$ cat src/rtl/scan_pkg.sv
// Shared constants for the 7-segment scan capture: glyph table and digit indexing.
// Segment patterns are active-high, bit0=a .. bit6=g.
package scan_pkg;

    typedef logic [1:0] digit_idx_t;

    localparam int SEG_DP_BIT = 7;

    localparam logic [6:0] SEG_0 = 7'h3F;
    localparam logic [6:0] SEG_1 = 7'h06;
    localparam logic [6:0] SEG_2 = 7'h5B;
    localparam logic [6:0] SEG_3 = 7'h4F;
    localparam logic [6:0] SEG_4 = 7'h66;
    localparam logic [6:0] SEG_5 = 7'h6D;
    localparam logic [6:0] SEG_6 = 7'h7D;
    localparam logic [6:0] SEG_7 = 7'h07;
    localparam logic [6:0] SEG_8 = 7'h7F;
    localparam logic [6:0] SEG_9 = 7'h6F;
    localparam logic [6:0] SEG_A = 7'h77;
    localparam logic [6:0] SEG_B = 7'h7C;
    localparam logic [6:0] SEG_C = 7'h39;
    localparam logic [6:0] SEG_D = 7'h5E;
    localparam logic [6:0] SEG_E = 7'h79;
    localparam logic [6:0] SEG_F = 7'h71;

endpackage

$ cat src/rtl/seg7_decode.sv
// Combinational reverse lookup of a 7-segment glyph to {invalid, nibble}.
// Unknown patterns (blank included) decode as nibble 0 with invalid set.
module seg7_decode
    import scan_pkg::*;
(
    input  logic [6:0] seg,
    output logic [4:0] code
);

    always_comb begin
        code = 5'h10;
        case (seg)
            SEG_0:   code = 5'h00;
            SEG_1:   code = 5'h01;
            SEG_2:   code = 5'h02;
            SEG_3:   code = 5'h03;
            SEG_4:   code = 5'h04;
            SEG_5:   code = 5'h05;
            SEG_6:   code = 5'h06;
            SEG_7:   code = 5'h07;
            SEG_8:   code = 5'h08;
            SEG_9:   code = 5'h09;
            SEG_A:   code = 5'h0A;
            SEG_B:   code = 5'h0B;
            SEG_C:   code = 5'h0C;
            SEG_D:   code = 5'h0D;
            SEG_E:   code = 5'h0E;
            SEG_F:   code = 5'h0F;
            default: code = 5'h10;
        endcase
    end

endmodule

$ cat src/rtl/scan_display_capture.sv
// Monitors a multiplexed 4-digit 7-segment scan bus and rebuilds whole frames
// as hex nibbles, handed out over valid/ready with overrun and stale flags.
//
// state  | meaning
// IDLE   | blanking interval, no digit enabled
// SETTLE | sample seen, counting identical samples before capture
// HOLD   | digit captured, waiting for the bus to move on
module scan_display_capture
    import scan_pkg::*;
#(
    parameter int SCAN_ACTIVE_LOW = 1,
    parameter int SEG_ACTIVE_LOW  = 1,
    parameter int SYNC_STAGES     = 2,
    parameter int SETTLE          = 4,
    parameter int TIMEOUT         = 65535
) (
    input  logic        FPGA_clk,
    input  logic        clr,
    input  logic [3:0]  ScanEn,
    input  logic [7:0]  Dout,
    output logic        frame_valid,
    input  logic        frame_ready,
    output logic [15:0] digits,
    output logic [3:0]  dps,
    output logic [3:0]  glyph_err,
    output logic        scan_err,
    output logic        overrun,
    output logic        stale
);

    localparam logic [3:0] SCAN_IDLE = (SCAN_ACTIVE_LOW != 0) ? 4'hF : 4'h0;
    localparam logic [7:0] SEG_IDLE  = (SEG_ACTIVE_LOW != 0) ? 8'hFF : 8'h00;
    localparam int TW = $clog2(TIMEOUT + 1);

    typedef enum logic [1:0] {IDLE, SETTLE_ST, HOLD} state_t;

    logic [3:0]  scan_sync [SYNC_STAGES];
    logic [7:0]  seg_sync  [SYNC_STAGES];
    logic [3:0]  scan;
    logic [7:0]  seg;
    logic [11:0] sample, prev_sample;
    state_t      state;
    logic [7:0]  cnt;
    logic [TW-1:0] to_cnt;
    logic [15:0] dig_r;
    logic [3:0]  dp_r, err_r, seen;
    logic [4:0]  dec_code;
    logic        changed, fresh, capture, one_hot, frame_done, to_hit;
    digit_idx_t  idx;

    // Synchroniser flops reset to the bus idle level so nothing looks enabled.
    always_ff @(posedge FPGA_clk) begin
        if (clr) begin
            for (int i = 0; i < SYNC_STAGES; i++) begin
                scan_sync[i] <= SCAN_IDLE;
                seg_sync[i]  <= SEG_IDLE;
            end
        end else begin
            scan_sync[0] <= ScanEn;
            seg_sync[0]  <= Dout;
            for (int i = 1; i < SYNC_STAGES; i++) begin
                scan_sync[i] <= scan_sync[i-1];
                seg_sync[i]  <= seg_sync[i-1];
            end
        end
    end

    assign scan    = scan_sync[SYNC_STAGES-1] ^ SCAN_IDLE;
    assign seg     = seg_sync[SYNC_STAGES-1] ^ SEG_IDLE;
    assign sample  = {scan, seg};
    assign changed = (sample != prev_sample);

    seg7_decode u_dec (
        .seg  (seg[SEG_DP_BIT-1:0]),
        .code (dec_code)
    );

    always_comb begin
        one_hot = 1'b1;
        idx     = '0;
        case (scan)
            4'b0001: idx = 2'd0;
            4'b0010: idx = 2'd1;
            4'b0100: idx = 2'd2;
            4'b1000: idx = 2'd3;
            default: one_hot = 1'b0;
        endcase
    end

    // fresh: a new nonzero sample opens a settle window with cnt=1.
    always_comb begin
        fresh   = 1'b0;
        capture = 1'b0;
        case (state)
            IDLE:      fresh = (scan != 4'h0);
            SETTLE_ST: begin
                if (changed) fresh = (scan != 4'h0);
                else         capture = (cnt == 8'(SETTLE - 1));
            end
            HOLD:      fresh = changed && (scan != 4'h0);
            default:   fresh = 1'b0;
        endcase
        if (fresh && SETTLE == 1) capture = 1'b1;
    end

    assign frame_done = (seen == 4'hF);
    assign to_hit     = !capture && (to_cnt == TW'(TIMEOUT - 1));

    always_ff @(posedge FPGA_clk) begin
        if (clr) begin
            prev_sample <= '0;
            state       <= IDLE;
            cnt         <= '0;
            to_cnt      <= '0;
            dig_r       <= '0;
            dp_r        <= '0;
            err_r       <= '0;
            seen        <= '0;
            frame_valid <= 1'b0;
            digits      <= '0;
            dps         <= '0;
            glyph_err   <= '0;
            scan_err    <= 1'b0;
            overrun     <= 1'b0;
            stale       <= 1'b0;
        end else begin
            prev_sample <= sample;

            if (capture) begin
                state <= HOLD;
            end else if (fresh) begin
                state <= SETTLE_ST;
                cnt   <= 8'd1;
            end else if (state == SETTLE_ST) begin
                if (changed) state <= IDLE;
                else         cnt   <= cnt + 8'd1;
            end else if (state == HOLD && changed) begin
                state <= IDLE;
            end

            scan_err <= capture && !one_hot;

            if (capture)                    to_cnt <= '0;
            else if (to_cnt != TW'(TIMEOUT)) to_cnt <= to_cnt + 1'b1;

            if (capture)     stale <= 1'b0;
            else if (to_hit) stale <= 1'b1;

            // Clear first so a capture in the same cycle still lands in seen.
            if (frame_done || to_hit) seen <= '0;
            if (capture && one_hot) begin
                dig_r[{idx, 2'b00} +: 4] <= dec_code[3:0];
                dp_r[idx]                <= seg[SEG_DP_BIT];
                err_r[idx]               <= dec_code[4];
                seen[idx]                <= 1'b1;
            end

            if (frame_done) begin
                digits      <= dig_r;
                dps         <= dp_r;
                glyph_err   <= err_r;
                frame_valid <= 1'b1;
                if (frame_valid && !frame_ready) overrun <= 1'b1;
            end else if (frame_valid && frame_ready) begin
                frame_valid <= 1'b0;
            end
        end
    end

endmodule

$ cat config.mk
export PLATFORM = sky130hd
export DESIGN_NAME = scan_display_capture
export DESIGN_NICKNAME = d
export VERILOG_FILES = /design/src/rtl/scan_pkg.sv /design/src/rtl/seg7_decode.sv /design/src/rtl/scan_display_capture.sv
export SDC_FILE = /design/constraint.sdc
export NUM_CORES = 1
export LEC_CHECK = 0
export ABC_AREA = 1
export CAP_MARGIN = 20
export CORE_MARGIN = 2
export CORE_UTILIZATION = 50
export CTS_BUF_LIST = sky130_fd_sc_hd__clkbuf_2 sky130_fd_sc_hd__clkbuf_4 sky130_fd_sc_hd__clkbuf_8
export CTS_CLUSTER_DIAMETER = 80
export DETAILED_ROUTE_END_ITERATION = 12
export MAX_ROUTING_LAYER = met4
export PLACE_DENSITY = 0.75
export SLEW_MARGIN = 25
export SYNTH_ARGS = -nofsm -noshare
export SYNTH_HDL_FRONTEND = slang
export SYNTH_SLANG_ARGS = --single-unit
$ cat constraint.sdc
create_clock -name FPGA_clk -period 2.48 [get_ports FPGA_clk]
set_input_delay 0.496 -clock FPGA_clk [delete_from_list [all_inputs] [get_ports FPGA_clk]]
set_output_delay 0.496 -clock FPGA_clk [all_outputs]
set_load 0.02 [all_outputs]
==> results.yml, run 1 <==
worst_setup_path:
  arrival_ns: 2.50
  cp_max_fo: 9
  end_kind: "flop"
  rrSetupSlack_ns: 0.26
  required_ns: 2.77
  path_class: "reg2reg"
  reg2reg_from: "scan_sync[0][5]"
  r2r-end: "dig_r[3]"
  start_kind: "flop"
  r2r_cells: 9
sta:
  rsz0062_at_grt: "no"
  slew_violations: 0
  fin_worst_skew_ns: 0.0102
  worstMarginPinSlew_ns: 0.844
  max_freq_ghz: 0.451
  finalSetupTns_ns: 0
  finalSetupViolations: 0
  fin_crit_ns: 2.22
  hold_viol_final: 0
  relSlewSlack_pct: 43.7
  fin_crit_sh_pct: 89.4
route:
  vias: 4682
  avgViaCountPerCell: 4.99
  drc: 0
  wl_um: 10800
  drt_iter0_drc: 212
  firstDrtPassIters: 4
  routedWlPerCell_um: 11.5
  final_antenna_net_count: 0
floorplanning:
  io_pins: 43
  die_x_um: 108
  die_area_um2: 11600
  coreArea_um2: 10400
  die_h_um: 108
  std_cell_rows: 37
  initial_core_util_pct: 51.8
cts:
  cts_root_buf: "clkbuf_8"
  cts_sinks: 118
  h-tree-depth: 4
  ctsHoldBuffers: 0
  cts_tree: "built"
  clk_pin_slew_ns: 0.07
  cts_buffers: 17
  clock_path_buffers: 2
  post_cts_buffers: 0
  clock_latency_ns: 0.42
  post_cts_resized: 0
finish:
  diodes: 0
  area_delta_synth_final_pct: 16.8
  layout.nets: 817
  fillers: 972
  instances_no_fill: 939
  seq_area_um2: 2360
  drive_gt1_share_pct: 11.8
  final_util_pct: 60.5
  multi_input_area_um2: 2590
global_routing:
  grt_pass1_vias: 4409
  grt_pass1_wl_um: 18900
  grt_use_total_pct: 21.1
  antenna_found_initial: 0
  grt_max_degree: 71
  grt-ovfl-total: 0
job:
  max-cap-violations: 0
power:
  leakage_nw: 2.68
  ir_drop_mv: 0.356
  power_density_nw_per_um2: 645
placed_design:
  numPortBuffers: 42
  dpl.hpwl_um: 7960
  place_congestion: 0.894
  place_inst: 909
synthesis:
  ys_seq_area_share_pct: 44.0
  synth_area_um2: 5370
  synthCells: 750
  synth_area_leaders: "dfxtp_1 (44%), nand2_1 (11%), nor2_1 (8.7%)"
  synth.net_count: 775
  yosys.area.top_type_share_pct: 44.0
  syn_avg_cell_area_um2: 7.17
  ys_warn_count: 0
  synth_common_cells: "nand2_1 (161), nor2_1 (125), dfxtp_1 (118)"
  synth_cell_type_count: 32
  synth_edf_count: 0
  synth-main-ff-cell: "dfxtp_1"
  yosysTopAreaCell: "dfxtp_1"
  synth_most_common_cell: "nand2_1"
  async_reset_ff_share_pct: 0
  ys_ff_latch: 118
hold_path:
  holdPathStages: 1
  hp-class: "reg2reg"
  whs_endpoint: "scan_sync[0][7]"
  hp-start: "scan_sync[0][3]"
status:
  status: "complete, no violations"
==> cell usage in the layout (no fill, tap or decap), types with 3 or more instances in the layout <==
| cell type | instances |
|---|---|
| xnor2_1 | 3 |
| a31oi_1 | 5 |
| buf_4 | 4 |
| nand4_1 | 11 |
| a21oi_1 | 53 |
| nand2_2 | 6 |
| o21ai_0 | 28 |
| clkbuf_8 | 20 |
| o21ai_1 | 5 |
| inv_1 | 67 |
| nor2_1 | 125 |
| or2_2 | 25 |
| nor3_1 | 7 |
| nor2_2 | 8 |
| ha_1 | 10 |
| xor2_1 | 11 |
| clkdlybuf4s50_1 | 41 |
| bufinv_16 | 3 |
| nand2_1 | 161 |
| dfxtp_1 | 118 |
| inv_2 | 10 |
| nand3_1 | 58 |
| nor2_4 | 4 |
==> report_power, final <==
part | leakage, nW | internal (mW) | switching, mW
combinational | 1.51 | 0.0984 | 0.185
sequential | 0.958 | 1.93 | 0.0299
clock | 0.208 | 1.08 | 0.721
==> area by class of cell <==
cell class | instances | share of cell area, %
Multi-Input combinational cell | 531 | 41.3
Sequential cell | 118 | 37.6
Timing Repair Buffer | 46 | 7.10
Inverter | 78 | 4.67
Clock buffer | 22 | 4.63
Tap cell | 136 | 2.71
Clock inverter | 8 | 1.97
==> through the flow <==
stage / setup WS (ns) / total power, mW / hold WS [ns] / instance area (um^2)
floorplan: 0.559 / 2.22 / 0.389 / 5370
global placement: 0.383 / 2.28 / 0.393 / 5860
detailed placement: 0.292 / 2.28 / 0.392 / 5860
CTS: 0.266 / 4.09 / 0.409 / 6270
global route: 0.0751 / 4.22 / 0.423 / 6270
finish: 0.263 / 4.05 / 0.409 / 6270
==> per-layer routing <==
metal	routed length (um)	share of wire (%)	global-route usage, %	up-vias
li1	-	-	-	2464
met1	4950	46	23.4	2107
met2	5240	48	35.0	90
met3	421	3.9	6.48	21
met4	231	2.1	9.07	0
met5	0	0	-	-
==> flip-flops by register name (all words and copies together) (netlist names), 2 cells and up <==
name	count
scan_sync	8
err_r	4
glyph_err	4
state	2
dp_r	4
cnt	8
to_cnt	16
seg_sync	16
dig_r	16
seen	4
dps	4
digits	16
prev_sample	12
==> kinds of logic after synthesis <==
family                     synth area share [%]
and+or+nand+nor                            34.7
DFF                                        44.0
buffers and inverters                      7.85
AOI/OAI and AO/OA                          8.85
xor gates and xnor gates                   2.28
adders and majority gates                  2.33
==> worst max-delay path, cell delays in order (launching register included) <==
cell and delay [ns]:
dfxtp_1 0.44, nand2_2 0.12, nor3_2 0.38, inv_2 0.11, ha_1 0.37, clkinv_1 0.22
nand2_1 0.19, a21oi_1 0.06, o21ai_1 0.14, nor2_1 0.05
==> worst max path at each step <==
stage,start,to,cells after the start,slack (ns)
after floorplan,scan_sync[0][5],dig_r[2],9,0.56
after global placement,scan_sync[0][5],dig_r[2],9,0.38
after detailed placement,scan_sync[0][5],dig_r[3],9,0.29
after CTS,scan_sync[0][4],dig_r[3],9,0.27
after global routing,scan_sync[0][5],dig_r[3],9,0.08
final,scan_sync[0][5],dig_r[3],9,0.26
No activity file was read; power rests on OpenSTA's default activity.
==> run 2, diff against run 1 <==
--- a/config.mk
+++ b/config.mk
@@ -7,14 +7,12 @@
 export LEC_CHECK = 0
 export ABC_AREA = 1
 export CAP_MARGIN = 20
-export CORE_MARGIN = 2
 export CORE_UTILIZATION = 50
 export CTS_BUF_LIST = sky130_fd_sc_hd__clkbuf_2 sky130_fd_sc_hd__clkbuf_4 sky130_fd_sc_hd__clkbuf_8
 export CTS_CLUSTER_DIAMETER = 80
 export DETAILED_ROUTE_END_ITERATION = 12
 export MAX_ROUTING_LAYER = met4
 export PLACE_DENSITY = 0.75
-export SLEW_MARGIN = 25
 export SYNTH_ARGS = -nofsm -noshare
 export SYNTH_HDL_FRONTEND = slang
 export SYNTH_SLANG_ARGS = --single-unit
==> constraint.sdc (replaced) <==
create_clock -name FPGA_clk -period 2.48 [get_ports FPGA_clk]
set_input_delay 0.496 -clock FPGA_clk [delete_from_list [all_inputs] [get_ports FPGA_clk]]
set_output_delay 0.496 -clock FPGA_clk [all_outputs]
set_load 0.005 [all_outputs]
==> results.yml, run 2 (synthesis gave the netlist of run 1 again) <==
sta:
  max_freq_ghz: 0.462
  worstMarginPinSlew_ns: 0.845
  fin_crit_ns: 2.17
  rsz0062_at_grt: "no"
  slew_violations: 0
  finalSetupTns_ns: 0
  fin_worst_skew_ns: 0.00975
  hold_viol_final: 0
  finalSetupViolations: 0
  relSlewSlack_pct: 43.6
  holdWs_ns: 0.410
  fin_crit_sh_pct: 87.3
power:
  p_total_mw: 3.98
  power_density_nw_per_um2: 635
  ir_drop_mv: 0.324
  leakage_nw: 2.68
worst_setup_path:
  cp_max_fo: 9
  arrival_ns: 2.49
  crit_path_end: "dig_r[2]"
  crit_family: "simple AND/OR/NAND/NOR gates"
  cp.depth: 9
  required_ns: 2.80
  cp_num_buf_inv: 2
  cp_slowest_cell: "dfxtp_1"
  startpoint: "scan_sync[0][5]"
  path_class: "reg2reg"
  start_kind: "flop"
  end_kind: "flop"
  rrSetupSlack_ns: 0.31
  worstPathCellList: "nand2_2 > nor3_2 > inv_2 > ha_1 > clkinv_1 > nand2_1 > a21oi_1 > o21ai_1 > nor2_1"
  r2r_cells: 9
  reg2reg_from: "scan_sync[0][5]"
  worst_path_largest_cell_delay_ns: 0.43
  r2r-end: "dig_r[2]"
floorplanning:
  initial_core_util_pct: 51.8
  io_pins: 43
  die_h_um: 106
  std_cell_rows: 37
  die_x_um: 106
  die_area_um2: 11200
  coreArea_um2: 10400
finish:
  mostFrequentLayoutCell: "nand2_1"
  most-common-layout-cells: "nand2_1 (161), nor2_1 (125), dfxtp_1 (118)"
  layout.nets: 818
  diodes: 0
  fillers: 962
  area_delta_synth_final_pct: 16.6
  drive_gt1_share_pct: 12.2
cts:
  cts_root_buf: "clkbuf_8"
  clock_path_buffers: 2
  clock_latency_ns: 0.44
  cts_sinks: 118
  post_cts_buffers: 0
  ctsHoldBuffers: 0
  clk_pin_slew_ns: 0.07
  post_cts_resized: 0
  cts_buffers: 17
  cts_tree: "built"
  h-tree-depth: 4
route:
  firstDrtPassIters: 5
  drc: 0
  avgViaCountPerCell: 5.00
  vias: 4708
  routedWlPerCell_um: 11.9
  wl_um: 11200
  drt_iter0_drc: 224
  final_antenna_net_count: 0
global_routing:
  grt-ovfl-total: 0
  grt_pass1_vias: 4329
  grt_max_degree: 40
  grt_pass1_wl_um: 19200
  grt_use_total_pct: 22.2
  antenna_found_initial: 0
placed_design:
  place_congestion: 0.916
  numPortBuffers: 42
  dpl.hpwl_um: 8110
status:
  status: "complete, no violations"
job:
  max-cap-violations: 0
hold_path:
  hp-class: "reg2reg"
## run 2: cell count changes in the layout (fill, tap and decap cells not counted), moves of 2 or more
cell	delta
inv_6	+4
clkbuf_4	-2
clkbuf_8	-2
clkinv_2	+2
clkinv_4	+2
## run 2: stage by stage
step	setup slack, ns	area [um^2]	std cells	util [%]
after global routing	0.0532	6260	942	60.4
after CTS	0.314	6260	942	60.4
final	0.315	6260	942	60.4
after global placement	0.407	5870	910	56.6
after detailed placement	0.328	5870	910	56.6
after floorplan	0.559	5370	750	-
## run 2: metal layers
layer	global-route usage, %	vias up	routed length (um)
met1	25.9	2123	5090
met3	6.31	20	462
met2	36.4	95	5420
met5	-	-	0
li1	-	2470	-
met4	7.84	0	218
## run 2: worst min path at each step
stage	from	to	cells past startpoint
floorplan	scan_sync[0][0]	scan_sync[0][4]	1
CTS	seg_sync[0][4]	seg_sync[0][12]	1
global placement	seg_sync[0][4]	seg_sync[0][12]	1
global route	seg_sync[0][5]	seg_sync[0][13]	1
finish	scan_sync[0][3]	scan_sync[0][7]	1
detailed placement	seg_sync[0][2]	seg_sync[0][10]	1
## run 2: power by group
group,switching (mW),internal [mW]
registers,0.0293,1.93
logic,0.189,0.0994
clock network,0.804,0.927
## run 2: layout make-up
| cell class | instances | area (um^2) | area share (%) |
|---|---|---|---|
| Clock buffer | 18 | 248 | 3.95 |
| Clock inverter | 14 | 149 | 2.38 |
| Inverter | 78 | 293 | 4.67 |
| Multi-Input combinational cell | 531 | 2590 | 41.3 |
| Sequential cell | 118 | 2360 | 37.7 |
| Tap cell | 136 | 170 | 2.72 |
| Timing Repair Buffer | 47 | 453 | 7.23 |
## run 2: worst register-to-register path, cell delays in order, from the launching register on
cell      delay (ns)
dfxtp_1         0.43
nand2_2         0.11
nor3_2          0.37
inv_2           0.11
ha_1            0.37
clkinv_1        0.22
nand2_1         0.20
a21oi_1         0.06
o21ai_1         0.13
nor2_1          0.05
